--- src/rtl/audio_i2s_fifo_tx.sv ---
// audio_i2s_fifo_tx: frame FIFO feeding a free-running I2S serialiser.
// Left word first, MSB one bit clock after each word-select edge.
module audio_i2s_fifo_tx #(
  parameter int BCLK_HALF_DIV = 25,
  parameter int FIFO_DEPTH    = 8,
  parameter int LVL_W         = $clog2(FIFO_DEPTH) + 1
) (
  input  logic             aclk,
  input  logic             aresetn,
  input  logic             enable,
  input  logic             s_valid,
  output logic             s_ready,
  input  logic [15:0]      s_left,
  input  logic [15:0]      s_right,
  input  logic             clear_underrun,
  output logic [LVL_W-1:0] fifo_level,
  output logic             underrun,
  output logic [7:0]       underrun_count,
  output logic             audio_bclk,
  output logic             audio_lrclk,
  output logic             audio_dout
);

  localparam int AW = $clog2(FIFO_DEPTH);
  localparam int DW = (BCLK_HALF_DIV > 1) ?
                      $clog2(BCLK_HALF_DIV) : 1;
  localparam logic [DW-1:0] DIV_MAX =
    DW'(BCLK_HALF_DIV - 1);
  localparam logic [LVL_W-1:0] LVL_FULL =
    LVL_W'(FIFO_DEPTH);

  logic [31:0]      mem_q [FIFO_DEPTH];
  logic [AW-1:0]    wr_q, rd_q;
  logic [LVL_W-1:0] lvl_q, lvl_d;
  logic [DW-1:0]    div_q, div_d;
  logic             bclk_q, bclk_d;
  logic             lr_q, lr_d;
  logic             dout_q, dout_d;
  logic [4:0]       slot_q, slot_d;
  logic [15:0]      left_q, left_d;
  logic [15:0]      right_q, right_d;
  logic             ur_q, ur_d;
  logic [7:0]       cnt_q, cnt_d, cnt_base;

  logic        empty, push, pop, uev;
  logic        wrap, fall, load;
  logic [31:0] head;

  assign empty   = (lvl_q == '0);
  assign s_ready = (lvl_q != LVL_FULL);
  assign push    = s_valid && s_ready;
  assign wrap    = (div_q == DIV_MAX);
  assign fall    = enable && wrap && bclk_q;
  assign load    = fall && (slot_q == 5'd0);
  assign pop     = load && !empty;
  assign uev     = load && empty;
  assign head    = mem_q[rd_q];

  // Frame load happens on the slot 0->1 fall, so the new
  // left MSB is driven on that very edge.
  always_comb begin
    div_d   = div_q;
    bclk_d  = bclk_q;
    slot_d  = slot_q;
    lr_d    = lr_q;
    dout_d  = dout_q;
    left_d  = left_q;
    right_d = right_q;
    if (!enable) begin
      div_d   = '0;
      bclk_d  = 1'b0;
      slot_d  = '0;
      lr_d    = 1'b0;
      dout_d  = 1'b0;
      left_d  = '0;
      right_d = '0;
    end else begin
      div_d = wrap ? '0 : div_q + 1'b1;
      if (wrap) bclk_d = ~bclk_q;
      if (load) begin
        left_d  = pop ? head[31:16] : 16'h0;
        right_d = pop ? head[15:0]  : 16'h0;
      end
      if (fall) begin
        slot_d = slot_q + 5'd1;
        lr_d   = slot_d[4];
        if (slot_d == 5'd0)
          dout_d = right_d[0];
        else if (slot_d <= 5'd16)
          dout_d = left_d[4'(5'd16 - slot_d)];
        else
          dout_d = right_d[4'(5'd0 - slot_d)];
      end
    end
  end

  // A fresh underrun outranks a coincident clear.
  always_comb begin
    cnt_base = clear_underrun ? 8'h00 : cnt_q;
    ur_d     = uev | (ur_q & ~clear_underrun);
    cnt_d    = cnt_base;
    if (uev && cnt_base != 8'hFF)
      cnt_d = cnt_base + 8'd1;
  end

  always_comb begin
    lvl_d = lvl_q;
    if (push && !pop)
      lvl_d = lvl_q + LVL_W'(1);
    else if (!push && pop)
      lvl_d = lvl_q - LVL_W'(1);
  end

  always_ff @(posedge aclk) begin
    if (push) mem_q[wr_q] <= {s_left, s_right};
  end

  always_ff @(posedge aclk or negedge aresetn) begin
    if (!aresetn) begin
      wr_q    <= '0;
      rd_q    <= '0;
      lvl_q   <= '0;
      div_q   <= '0;
      bclk_q  <= 1'b0;
      slot_q  <= '0;
      lr_q    <= 1'b0;
      dout_q  <= 1'b0;
      left_q  <= '0;
      right_q <= '0;
      ur_q    <= 1'b0;
      cnt_q   <= '0;
    end else begin
      if (push) wr_q <= wr_q + AW'(1);
      if (pop)  rd_q <= rd_q + AW'(1);
      lvl_q   <= lvl_d;
      div_q   <= div_d;
      bclk_q  <= bclk_d;
      slot_q  <= slot_d;
      lr_q    <= lr_d;
      dout_q  <= dout_d;
      left_q  <= left_d;
      right_q <= right_d;
      ur_q    <= ur_d;
      cnt_q   <= cnt_d;
    end
  end

  assign fifo_level     = lvl_q;
  assign underrun       = ur_q;
  assign underrun_count = cnt_q;
  assign audio_bclk     = bclk_q;
  assign audio_lrclk    = lr_q;
  assign audio_dout     = dout_q;

endmodule

--- config.mk ---
export PLATFORM = sky130hd
export DESIGN_NAME = audio_i2s_fifo_tx
export DESIGN_NICKNAME = d
export VERILOG_FILES = /design/src/rtl/audio_i2s_fifo_tx.sv
export SDC_FILE = /design/constraint.sdc
export NUM_CORES = 1
export LEC_CHECK = 0
export ABC_AREA = 1
export BUFFER_PORTS_ARGS = -buffer_cell sky130_fd_sc_hd__buf_2
export CAP_MARGIN = 10
export CORE_MARGIN = 2
export CORE_UTILIZATION = 35
export CTS_CLUSTER_DIAMETER = 120
export DETAILED_ROUTE_END_ITERATION = 12
export GPL_TIMING_DRIVEN = 0
export PLACE_DENSITY = 0.48
export SYNTH_ARGS = -nofsm -noshare
export SYNTH_HDL_FRONTEND = slang
export SYNTH_SLANG_ARGS = --single-unit
export TNS_END_PERCENT = 1
--- constraint.sdc ---
create_clock -name aclk -period 7.8 [get_ports aclk]
set_clock_uncertainty 0.05 [all_clocks]
set_input_delay 1.56 -clock aclk [delete_from_list [all_inputs] [get_ports aclk]]
set_output_delay 1.56 -clock aclk [all_outputs]
set_load 0.01 [all_outputs]
==> results by group, run 1 <==
Timing
  – Fin. Hold Viols: 0
  – Slew HR: 38.77%
  – Setup TNS: 0 ns
  – Fin Hold WS: 0.4325 ns
  – Period utilisation layout: 44.98%
  – Final Max Slew Viols: 0
  – Fin worst setup slack: 4.292 ns
  – Tightest Pin Transition: 0.9163 ns
  – Clock period minus worst slack: 3.508 ns
  – Final setup violation count: 0
  – Fmax: 285.1 MHz
  – RSZ-0062 raised after global routing: no

Worst setup path
  – Critical path class: in2reg
  – CP Capture Type: flop
  – Slowest CP cell: ha_1
  – Worst EP required: 8.16 ns
  – Worst Setup SP: enable
  – Crit-path max FO: 10
  – CP most frequent cell: nand2_1
  – Critical path cell sequence: buf_2 -> nand3_4 -> nor2_8 -> buf_4 -> nand2_1 -> ha_1 -> inv_1 -> ha_1 -> a21o_1 -> a21oi_1 -> nand2_1 -> nand2_1 -> nor2_1 -> xor2_1
  – Crit start category: input pin
  – FF-to-FF Start: fifo_level[1]
  – CP max stage delay: 0.27 ns
  – Crit path DAT: 3.86 ns

Floorplan
  – Die H: 201.0 um
  – Core area: 38,470 um^2
  – Initial cell density of the core: 35.31%
  – # IOs: 54
  – Chip Width: 201.0 um
  – FP Rows: 72
  – Die area: 40,410 um^2

Synthesis
  – Cell area after synthesis: 13,580 um^2
  – Most frequent cell after synthesis: nand2_1
  – Top-area cell type share of the netlist area: 56.59%
  – Number of enable flip-flop cells after synthesis: 256
  – Syn nets: 1,324
  – Area leader, netlist: edfxtp_1
  – Ys async rst share: 19.75%
  – Netlist cell types: 38
  – Share of the yosys chip area belonging to registers: 68.20%
  – Most instantiated cells after synthesis: nand2_1, edfxtp_1, nand3_1
  – Mapped Avg Cell Area: 10.65 um^2
  – Predominant post-synthesis flop cell: edfxtp_1
  – Ranking of synthesized cells by area: edfxtp_1, nand2_1, dfrtp_1
  – Synth Register Bits: 319
  – Yosys warns: 0
  – Cell count after synthesis: 1,276

Power and ir drop
  – Worst ir drop on vdd: 123.9 uV
  – Pleak: 6.403 nW
  – Pwr Density: 270.4 nW/um^2
  – Clock share of power: 40.1%
  – Internal: 3.255 mW
  – Net Switching: 1.066 mW
  – Sw frac: 24.68%
  – Sequential power share: 49.1%
  – Comb power frac: 10.7%

Clock network
  – Hold_buf cts: 0
  – TritonCTS buffer count: 38
  – Clock tree from TritonCTS: done
  – Clk pin slew, worst setup/hold paths: 0.06 ns
  – Clock Tree Buf Depth: 3
  – CTS root buffer: clkbuf_16
  – Clock latency on the worst-skew pair: 0.53 ns
  – Clock sinks: 319
  – Htree depth: 2
  – Resize count post-CTS: 0
  – Postcts setup bufs: 0

Placed design
  – Number of instances in the placed design: 1,856
  – Pre-CTS setup slack: 3.739 ns
  – GP Congestion: 0.8163
  – Area after DPL: 14,760 um^2
  – IO Port Bufs: 53
  – HPWL Detailed: 23.22 mm

GRT
  – Global-route wire length before repair: 56.36 mm
  – Antenna violations before repair: 2
  – Largest net degree at the start of global routing: 64
  – Total GRT Usage: 18.40%
  – GR Overflow Total: 0
  – Via count of the first global-routing pass: 9,117

Cells and area
  – Filler-free cell count of the finished design: 1,923
  – Area delta synth->final: 17.65%
  – Share of layout cells above drive strength 1: 13.45%
  – Area of the multi-input gates: 3866 um^2
  – Final Instance Area: 15,980 um^2
  – Diode count: 0
  – Filler instances: 3,741
  – Register area: 9264 um^2
  – Nets@finish: 1,426

Outcome
  – Status: finished, final reports clean

Drt
  – Initial DRC count: 512
  – Via/cell ratio: 4.748
  – Pre-antenna DRT Iters: 5
  – Vias: 9,131
  – # DRC: 0
  – Average wire per standard cell: 18.81 um
  – Post-Route WL: 36.18 mm
  – ANT nets after route: 0

Worst hold path
  – Hold Crit Start: underrun
  – Hold Crit Class: reg2reg

Flow run
  – Max-cap violation count: 0
## power by group through the flow
stage | clock [mW] | combinational [mW] | sequential, mW
after floorplan | 0 | 0.219 | 2.16
final | 1.73 | 0.464 | 2.12
after global routing | 1.85 | 0.518 | 2.14
after detailed placement | 0 | 0.478 | 2.16
after CTS | 1.78 | 0.479 | 2.12
after global placement | 0 | 0.392 | 2.18
## flip-flops by register name (all words and copies together) (netlist names)
name,flops
audio_lrclk,1
audio_dout,1
slot_q,4
div_q,5
rd_q,3
audio_bclk,1
underrun_count,8
wr_q,3
fifo_level,4
left_q,16
mem_q,256
underrun,1
right_q,16
## cells by family (layout without fill, tap and decap cells)
family	count (synthesis)	in the layout	share of synthesized area (%)
buf+inv	118	247	3.786
simple gates	751	751	23.37
mux	1	1	0.08289
flops	319	319	68.20
fa+ha+maj	11	11	1.068
xor+xnor	20	20	1.290
compound gates	56	56	2.211
## stage by stage
stage / util [%] / power (mW)
after floorplan: - / 2.380
after global placement: 37.69 / 2.571
after detailed placement: 38.38 / 2.636
after CTS: 41.55 / 4.379
after global routing: 41.55 / 4.508
final: 41.55 / 4.321
## critical path, delay by kind of cell
family / cells / cell delay, ns
buf+inv: 3 / 0.51
simple gates: 6 / 0.78
compound gates: 2 / 0.34
xor+xnor: 1 / 0.14
fa+ha+maj: 2 / 0.51
## routing by layer
layer,GRT usage [%],up-vias,wire length (um)
met2,29.82,164,16960
met5,0,-,13
met4,4.127,2,539
li1,-,4497,-
met1,26.06,4420,17050
met3,2.971,48,1615
## layout by cell type (no fill, tap or decap), types with 2 or more instances in the layout
master        n
o21ai_0      17
o22ai_1       4
nor2_4        9
inv_6         3
clkbuf_1     24
dfrtp_1      63
buf_6         3
buf_1         8
buf_12        6
nand3_1     163
or2_2         4
buf_4         2
xnor2_1       7
bufinv_16     3
nor3_1        2
clkinv_2      4
nand2_1     488
edfxtp_1    256
inv_2         4
nand2_2       7
nor2_1       58
buf_2        88
clkinv_1      4
nand4_1      12
ha_1         10
clkbuf_16    40
buf_16        3
clkinvlp_4    2
xor2_1       13
a21oi_1      31
inv_1        52
## path summary, 6_finish.rpt
kind | end | slack, ns | cells after the start
max reg2reg | fifo_level[3] | 4.53 | 15
max in group asynchronous | rd_q[2] | 6.04 | 1
min reg2reg | underrun | 0.43 | 2
min in group asynchronous | div_q[4] | 1.10 | 1
min | underrun | 0.43 | 2
max | fifo_level[3] | 4.29 | 14
## area by class of cell
| cell class | count | area share, % |
|---|---|---|
| flip-flops and latches | 319 | 57.97 |
| multi-input cells | 839 | 24.19 |
| clock buffers | 52 | 6.608 |
| well taps | 518 | 4.055 |
| repair buffers | 62 | 2.944 |
| plain buffers | 61 | 1.879 |
| inverters | 57 | 1.339 |
| clock inverters | 15 | 1.018 |
Note: power is estimated with default switching activity, not from simulation.
==> run 2: changes to the inputs <==
--- a/config.mk
+++ b/config.mk
@@ -13,7 +13,7 @@
 export CTS_CLUSTER_DIAMETER = 120
 export DETAILED_ROUTE_END_ITERATION = 12
 export GPL_TIMING_DRIVEN = 0
-export PLACE_DENSITY = 0.48
+export PLACE_DENSITY = 0.5
 export SYNTH_ARGS = -nofsm -noshare
 export SYNTH_HDL_FRONTEND = slang
 export SYNTH_SLANG_ARGS = --single-unit
==> constraint.sdc (replaced) <==
create_clock -name aclk -period 3 [get_ports aclk]
set_clock_uncertainty 0.05 [all_clocks]
set_input_delay 0.6 -clock aclk [delete_from_list [all_inputs] [get_ports aclk]]
set_output_delay 0.6 -clock aclk [all_outputs]
set_load 0.01 [all_outputs]
==> run 2 against run 1 <==
Against the previous run: sequential share of layout area is essentially flat; die area did not move; largest power group unchanged; routed wire length shrank 0.35%; highest routed layer unchanged; register-to-register slack lost 4.3 ns; final cell count increased by 0.21%.
==> results by group, run 2 (same netlist as run 1, synthesis figures left out) <==
Outcome
  – Status: finished, final reports clean

GRT
  – GR Overflow Total: 0 (unchanged)
  – Largest net degree at the start of global routing: 64 (unchanged)
  – Via count of the first global-routing pass: 9,120 (+0.033%)
  – Antenna violations before repair: 2 (unchanged)
  – Total GRT Usage: 18.13% (-0.27 points)
  – Global-route wire length before repair: 55.53 mm (-1.5%)

Worst setup path
  – FF-to-FF Start: div_q[0]
  – R2R cell count: 17 (+2)
  – Worst Setup SP: div_q[0]
  – R2R Setup Slk: 0.25 ns (-4.28 ns)
  – Crit-path max FO: 10 (unchanged)
  – CP Capture Type: flop
  – Critical path class: reg2reg
  – R2R Path End: fifo_level[3]
  – Crit path DAT: 3.10 ns (-0.76 ns)
  – Worst EP required: 3.35 ns (-4.81 ns)
  – Crit start category: flop

Drt
  – Pre-antenna DRT Iters: 7 (+2)
  – Initial DRC count: 677 (+32%)
  – ANT nets after route: 0 (unchanged)
  – Average wire per standard cell: 18.71 um (-0.56%)
  – # DRC: 0 (unchanged)
  – Via/cell ratio: 4.835 (+1.8%)
  – Vias: 9,318 (+2.0%)
  – Post-Route WL: 36.05 mm (-0.35%)

Cells and area
  – Area delta synth->final: 17.69% (about the same)
  – Max reg flops: 256 (unchanged)
  – Largest regs: mem_q x256, left_q x16, right_q x16
  – Largest reg by FF count: mem_q
  – Final Util: 41.56% (about the same)
  – Register area: 9264 um^2 (unchanged)
  – Commonest non-fill, non-tap cell in the layout: nand2_1
  – Filler-free cell count of the finished design: 1,927 (+0.21%)
  – Filler instances: 3,710 (-0.83%)
  – Nets@finish: 1,428 (+0.14%)
  – Area of the multi-input gates: 3887 um^2 (+0.55%)
  – Share of layout cells above drive strength 1: 14.20% (+0.75 points)
  – Most frequent cells in the layout: nand2_1, edfxtp_1, nand3_1

Power and ir drop
  – Net Switching: 2.783 mW (+160%)
  – Comb power frac: 10.9% (+0.2 points)
  – Sw frac: 24.95% (+0.27 points)
  – Clock share of power: 39.5% (-0.6 points)
  – Pwr Density: 697.7 nW/um^2 (+160%)
  – Total power: 11.15 mW (+160%)
  – Pleak: 6.409 nW (+0.11%)
  – Worst ir drop on vdd: 397.1 uV (+220%)
  – Sequential power share: 49.5% (+0.4 points)
  – Internal: 8.372 mW (+160%)

Placed design
  – Pre-CTS setup slack: -0.3822 ns (-4.121 ns)
  – Number of instances in the placed design: 1,855 (-0.054%)
  – HPWL Detailed: 22.94 mm (-1.2%)
  – GP Congestion: 0.7867 (-3.6%)
  – IO Port Bufs: 53 (unchanged)

Timing
  – Fmax: 364.1 MHz
  – Period utilisation layout: 91.55%
  – Final Max Slew Viols: 0 (unchanged)
  – Final setup violation count: 0 (unchanged)
  – Clock period minus worst slack: 2.747 ns
  – Slew HR: 40.96% (+2.2 points)
  – Setup TNS: 0 ns (unchanged)
  – Fin. Hold Viols: 0 (unchanged)
  – RSZ-0062 raised after global routing: no
  – Tightest Pin Transition: 0.8836 ns (-0.03269 ns)
  – Fin worst setup slack: 0.2534 ns (-4.038 ns)

Clock network
  – Htree depth: 2 (unchanged)
  – TritonCTS buffer count: 36 (-5.3%)
  – Clock Tree Buf Depth: 3 (unchanged)
  – Clock sinks: 319 (unchanged)
  – Clock latency on the worst-skew pair: 0.53 ns (about the same)
  – Clk pin slew, worst setup/hold paths: 0.06 ns (about the same)
  – Clock tree from TritonCTS: done
  – CTS root buffer: clkbuf_16

Floorplan
  – Die H: 201.0 um (unchanged)
  – # IOs: 54 (unchanged)
  – Chip Width: 201.0 um (unchanged)
  – FP Rows: 72 (unchanged)
  – Core area: 38,470 um^2 (unchanged)
  – Die area: 40,410 um^2 (unchanged)
  – Initial cell density of the core: 35.31% (unchanged)

Flow run
  – Max-cap violation count: 0 (unchanged)

Worst hold path
  – Hold Crit Class: in2async
==> run 2: cell types whose count changed in the layout (fill, tap and decap cells not counted), sizes merged <==
cell,change
diode,+1
bufinv,+1
buf,+3
clkbuf,-6
clkinv,+6
inv,-1
==> run 2: repair_timing <==
action | CTS | global route
resized for setup | 5 | 6
hold buffers | 0 | 0
buffers inserted | 1 | 4
pin swaps | 1 | 1
endpoints found under the setup margin | 3 | 1
==> run 2: area by class of cell <==
cell class	count	share of cell area [%]
flip-flops and latches	319	57.94
repair buffers	66	3.005
multi-input cells	839	24.32
inverters	57	1.354
well taps	518	4.054
clock inverters	21	1.330
clock buffers	45	6.042
plain buffers	61	1.941
diodes	1	0.01565
==> run 2: how the worst max path moves through the flow <==
| stage | end | depth (start not counted) |
|---|---|---|
| 5_1_grt | audio_dout | 16 |
| 6_report | fifo_level[3] | 17 |
| 3_5_place_dp | fifo_level[3] | 14 |
| 2_1_floorplan | mem_q[0][0] | 5 |
| 4_1_cts | fifo_level[3] | 14 |
| 3_3_place_gp | mem_q[4][17] | 4 |
==> run 2: metrics by stage <==
step	cell area, um^2	hold slack, ns
floorplan	13580	0.2544
global placement	14500	0.4164
detailed placement	14740	0.4197
CTS	15940	0.1449
global route	15990	0.1880
finish	15990	0.1199
==> run 2: power groups by stage <==
| stage | Combinational, mW | Sequential (mW) | Clock [mW] |
|---|---|---|---|
| after global routing | 1.34 | 5.57 | 4.69 |
| after floorplan | 0.568 | 5.62 | 0 |
| final | 1.22 | 5.53 | 4.41 |
| after global placement | 1.01 | 5.67 | 0 |
| after CTS | 1.22 | 5.53 | 4.51 |
| after detailed placement | 1.20 | 5.61 | 0 |
==> run 2: worst max-delay path: stages, from the launching register on <==
cell and delay, ns:
dfrtp_1 0.40, inv_1 0.07, ha_1 0.15, nand2_2 0.07
nor2_4 0.15, nand3_4 0.16, nor2_8 0.15, buf_8 0.16
nand2_4 0.09, ha_2 0.19, inv_1 0.11, ha_1 0.24
a21o_1 0.19, a21oi_2 0.13, nand2_1 0.07, nand2_1 0.06
nor2_1 0.04, xor2_1 0.14
==> run 2: routing by layer <==
metal  wire length (um)  GRT usage [%]
met2              17330          30.22
met4                767          5.291
met1              16260          24.58
met5                 16              0
met3               1676          2.744
==> run 3: changes to the inputs <==
--- a/config.mk
+++ b/config.mk
@@ -14,6 +14,7 @@
 export DETAILED_ROUTE_END_ITERATION = 12
 export GPL_TIMING_DRIVEN = 0
 export PLACE_DENSITY = 0.5
+export REMOVE_ABC_BUFFERS = 1
 export SYNTH_ARGS = -nofsm -noshare
 export SYNTH_HDL_FRONTEND = slang
 export SYNTH_SLANG_ARGS = --single-unit
==> run 3 against run 2 <==
Against the previous run: power fell by 3.3%; worst setup slack lost 0.068 ns; clock power decreased by 6.8%; routed wire length shrank 9.1%; maximum frequency down 2.4%; critical path depth down 3; hold slack improved by 0.020 ns; first-iteration DRC count shrank 18%; flip-flop and latch count is the same; combinational power shrank 6%; critical endpoint unchanged; largest cell class unchanged; highest routed layer is now met4.
==> results by group, run 3 (same netlist as run 1, synthesis figures left out) <==
Floorplan
  – # IOs: 54 (unchanged)
  – Die area: 40,410 um^2 (unchanged)
  – FP Rows: 72 (unchanged)
  – Core area: 38,470 um^2 (unchanged)
  – Initial cell density of the core: 35.31% (unchanged)
  – Chip Width: 201.0 um (unchanged)
  – Die H: 201.0 um (unchanged)

Timing
  – Fmax: 355.3 MHz (-2.4%)
  – Final Max Slew Viols: 0 (unchanged)
  – Clock period minus worst slack: 2.815 ns (+0.06827 ns)
  – RSZ-0062 raised after global routing: yes
  – Setup TNS: 0 ns (unchanged)
  – Fin. Hold Viols: 0 (unchanged)
  – Final setup violation count: 0 (unchanged)
  – Period utilisation layout: 93.83% (+2.3 points)
  – Tightest Pin Transition: 1.079 ns (+0.1958 ns)
  – Fin worst setup slack: 0.1852 ns (-0.06827 ns)
  – Slew HR: 27.60% (-13 points)

Power and ir drop
  – Internal: 8.102 mW (-3.2%)
  – Pleak: 6.207 nW (-3.2%)
  – Pwr Density: 685.9 nW/um^2 (-1.7%)
  – Clock share of power: 38.1% (-1.4 points)
  – Net Switching: 2.681 mW (-3.7%)
  – Worst ir drop on vdd: 394.5 uV (-0.66%)
  – Sw frac: 24.86% (-0.087 points)
  – Comb power frac: 10.7% (-0.2 points)
  – Sequential power share: 51.2% (+1.7 points)

Clock network
  – CTS root buffer: clkbuf_16
  – TritonCTS buffer count: 36 (unchanged)
  – Htree depth: 2 (unchanged)
  – Hold_buf cts: 0 (unchanged)
  – Clock latency on the worst-skew pair: 0.52 ns (about the same)
  – Clk pin slew, worst setup/hold paths: 0.06 ns (about the same)
  – Clock Tree Buf Depth: 3 (unchanged)
  – Clock tree from TritonCTS: done
  – Clock sinks: 319 (unchanged)

Flow run
  – Max-cap violation count: 0 (unchanged)

Outcome
  – Status: finished, final reports clean

Drt
  – # DRC: 0 (unchanged)
  – ANT nets after route: 0 (unchanged)
  – Vias: 9,032 (-3.1%)
  – Initial DRC count: 556 (-18%)
  – Post-Route WL: 32.76 mm (-9.1%)
  – Average wire per standard cell: 17.53 um (-6.3%)
  – Via/cell ratio: 4.835 (about the same)
  – Pre-antenna DRT Iters: 5 (-2)

Cells and area
  – Largest reg by FF count: mem_q
  – Area delta synth->final: 15.73%
  – Share of layout cells above drive strength 1: 11.86% (-2.3 points)
  – Final Instance Area: 15,720 um^2 (-1.7%)
  – Largest regs: mem_q x256, left_q x16, right_q x16
  – Commonest non-fill, non-tap cell in the layout: nand2_1
  – Most frequent cells in the layout: nand2_1, edfxtp_1, nand3_1
  – Max reg flops: 256 (unchanged)
  – Nets@finish: 1,371 (-4.0%)
  – Final Util: 40.87% (-0.69 points)

GRT
  – Antenna violations before repair: 2 (unchanged)
  – Via count of the first global-routing pass: 8,826 (-3.2%)
  – Largest net degree at the start of global routing: 91 (+42%)
  – GR Overflow Total: 0 (unchanged)
  – Global-route wire length before repair: 50.31 mm (-9.4%)
  – Total GRT Usage: 16.06% (-2.1 points)

Worst hold path
  – Hold Crit Class: in2async

Worst setup path
  – Critical path class: reg2reg
  – R2R cell count: 14 (-3)
  – Crit path DAT: 3.17 ns (+0.07 ns)
  – Worst EP required: 3.35 ns (about the same)
  – Worst Setup SP: slot_q[0]
  – Crit start category: flop
  – FF-to-FF Start: slot_q[0]
  – CP endpoint: fifo_level[3]
  – R2R Setup Slk: 0.19 ns (-0.07 ns)
  – R2R Path End: fifo_level[3]
  – CP Capture Type: flop
  – Crit-path max FO: 14 (+4)

Placed design
  – GP Congestion: 0.7662 (-2.6%)
  – Area after DPL: 14,500 um^2 (-1.6%)
  – IO Port Bufs: 53 (unchanged)
  – Pre-CTS setup slack: -0.2439 ns (+0.1382 ns)
  – HPWL Detailed: 17.82 mm (-22%)
run 3: final cells by class:
class | instances | area, um^2
tap | 518 | 648.1
inverter | 57 | 231.5
clock inverter | 16 | 141.4
antenna | 1 | 2.502
multi-input combinational | 840 | 3895
timing repair buffer | 69 | 578.1
sequential | 319 | 9279
fill | 3758 | 22750
clock buffer | 48 | 945.9
run 3: stage by stage:
| stage | hold WS (ns) | std cells | total power, mW |
|---|---|---|---|
| CTS | 0.1609 | 1864 | 10.93 |
| floorplan | 0.2544 | 1215 | 6.181 |
| global placement | 0.4250 | 1786 | 6.643 |
| detailed placement | 0.4248 | 1796 | 6.782 |
| global route | 0.2025 | 1868 | 11.25 |
| finish | 0.1402 | 1868 | 10.78 |
run 3: worst min path at each step:
stage	start	to	cells past startpoint
final	aresetn	div_q[3]	1
after global routing	aresetn	div_q[3]	1
after CTS	aresetn	div_q[3]	1
after detailed placement	underrun	underrun	2
after global placement	underrun	underrun	2
after floorplan	aresetn	audio_bclk	0
run 3: worst max-delay path, cell delays in order (launching register included):
cell,delay (ns)
dfrtp_4,0.58
inv_6,0.15
ha_1,0.21
nand4_4,0.20
nor2_8,0.16
nand2_1,0.10
ha_1,0.23
inv_1,0.12
ha_1,0.24
a21o_1,0.17
a21oi_1,0.17
nand2_1,0.07
nand2_1,0.06
nor2_1,0.04
xor2_1,0.13
run 3: power groups by stage:
stage | clock network [mW] | logic (mW) | registers [mW]
floorplan | 0 | 0.562 | 5.62
finish | 4.11 | 1.15 | 5.52
CTS | 4.22 | 1.18 | 5.52
global placement | 0 | 0.983 | 5.66
detailed placement | 0 | 1.17 | 5.61
global route | 4.39 | 1.29 | 5.57
run 3: what timing repair did:
| action | in CTS | in global routing |
|---|---|---|
| setup endpoints to repair | 2 | 2 |
| buffers inserted | 4 | 1 |
| pin swaps | 2 | 2 |
| gates cloned | 0 | 2 |
| gates resized for setup | 6 | 6 |
| hold endpoints to repair | 0 | 0 |
run 3: layer usage:
| metal | share of wire [%] | up-vias | GRT usage [%] | routed length, um |
|---|---|---|---|---|
| met1 | 46 | 4372 | 21.91 | 15200 |
| li1 | - | 4393 | - | - |
| met5 | 0 | - | 0 | 0 |
| met2 | 46 | 212 | 26.32 | 15170 |
| met3 | 4.9 | 55 | 2.808 | 1594 |
| met4 | 2.4 | 0 | 4.656 | 794 |
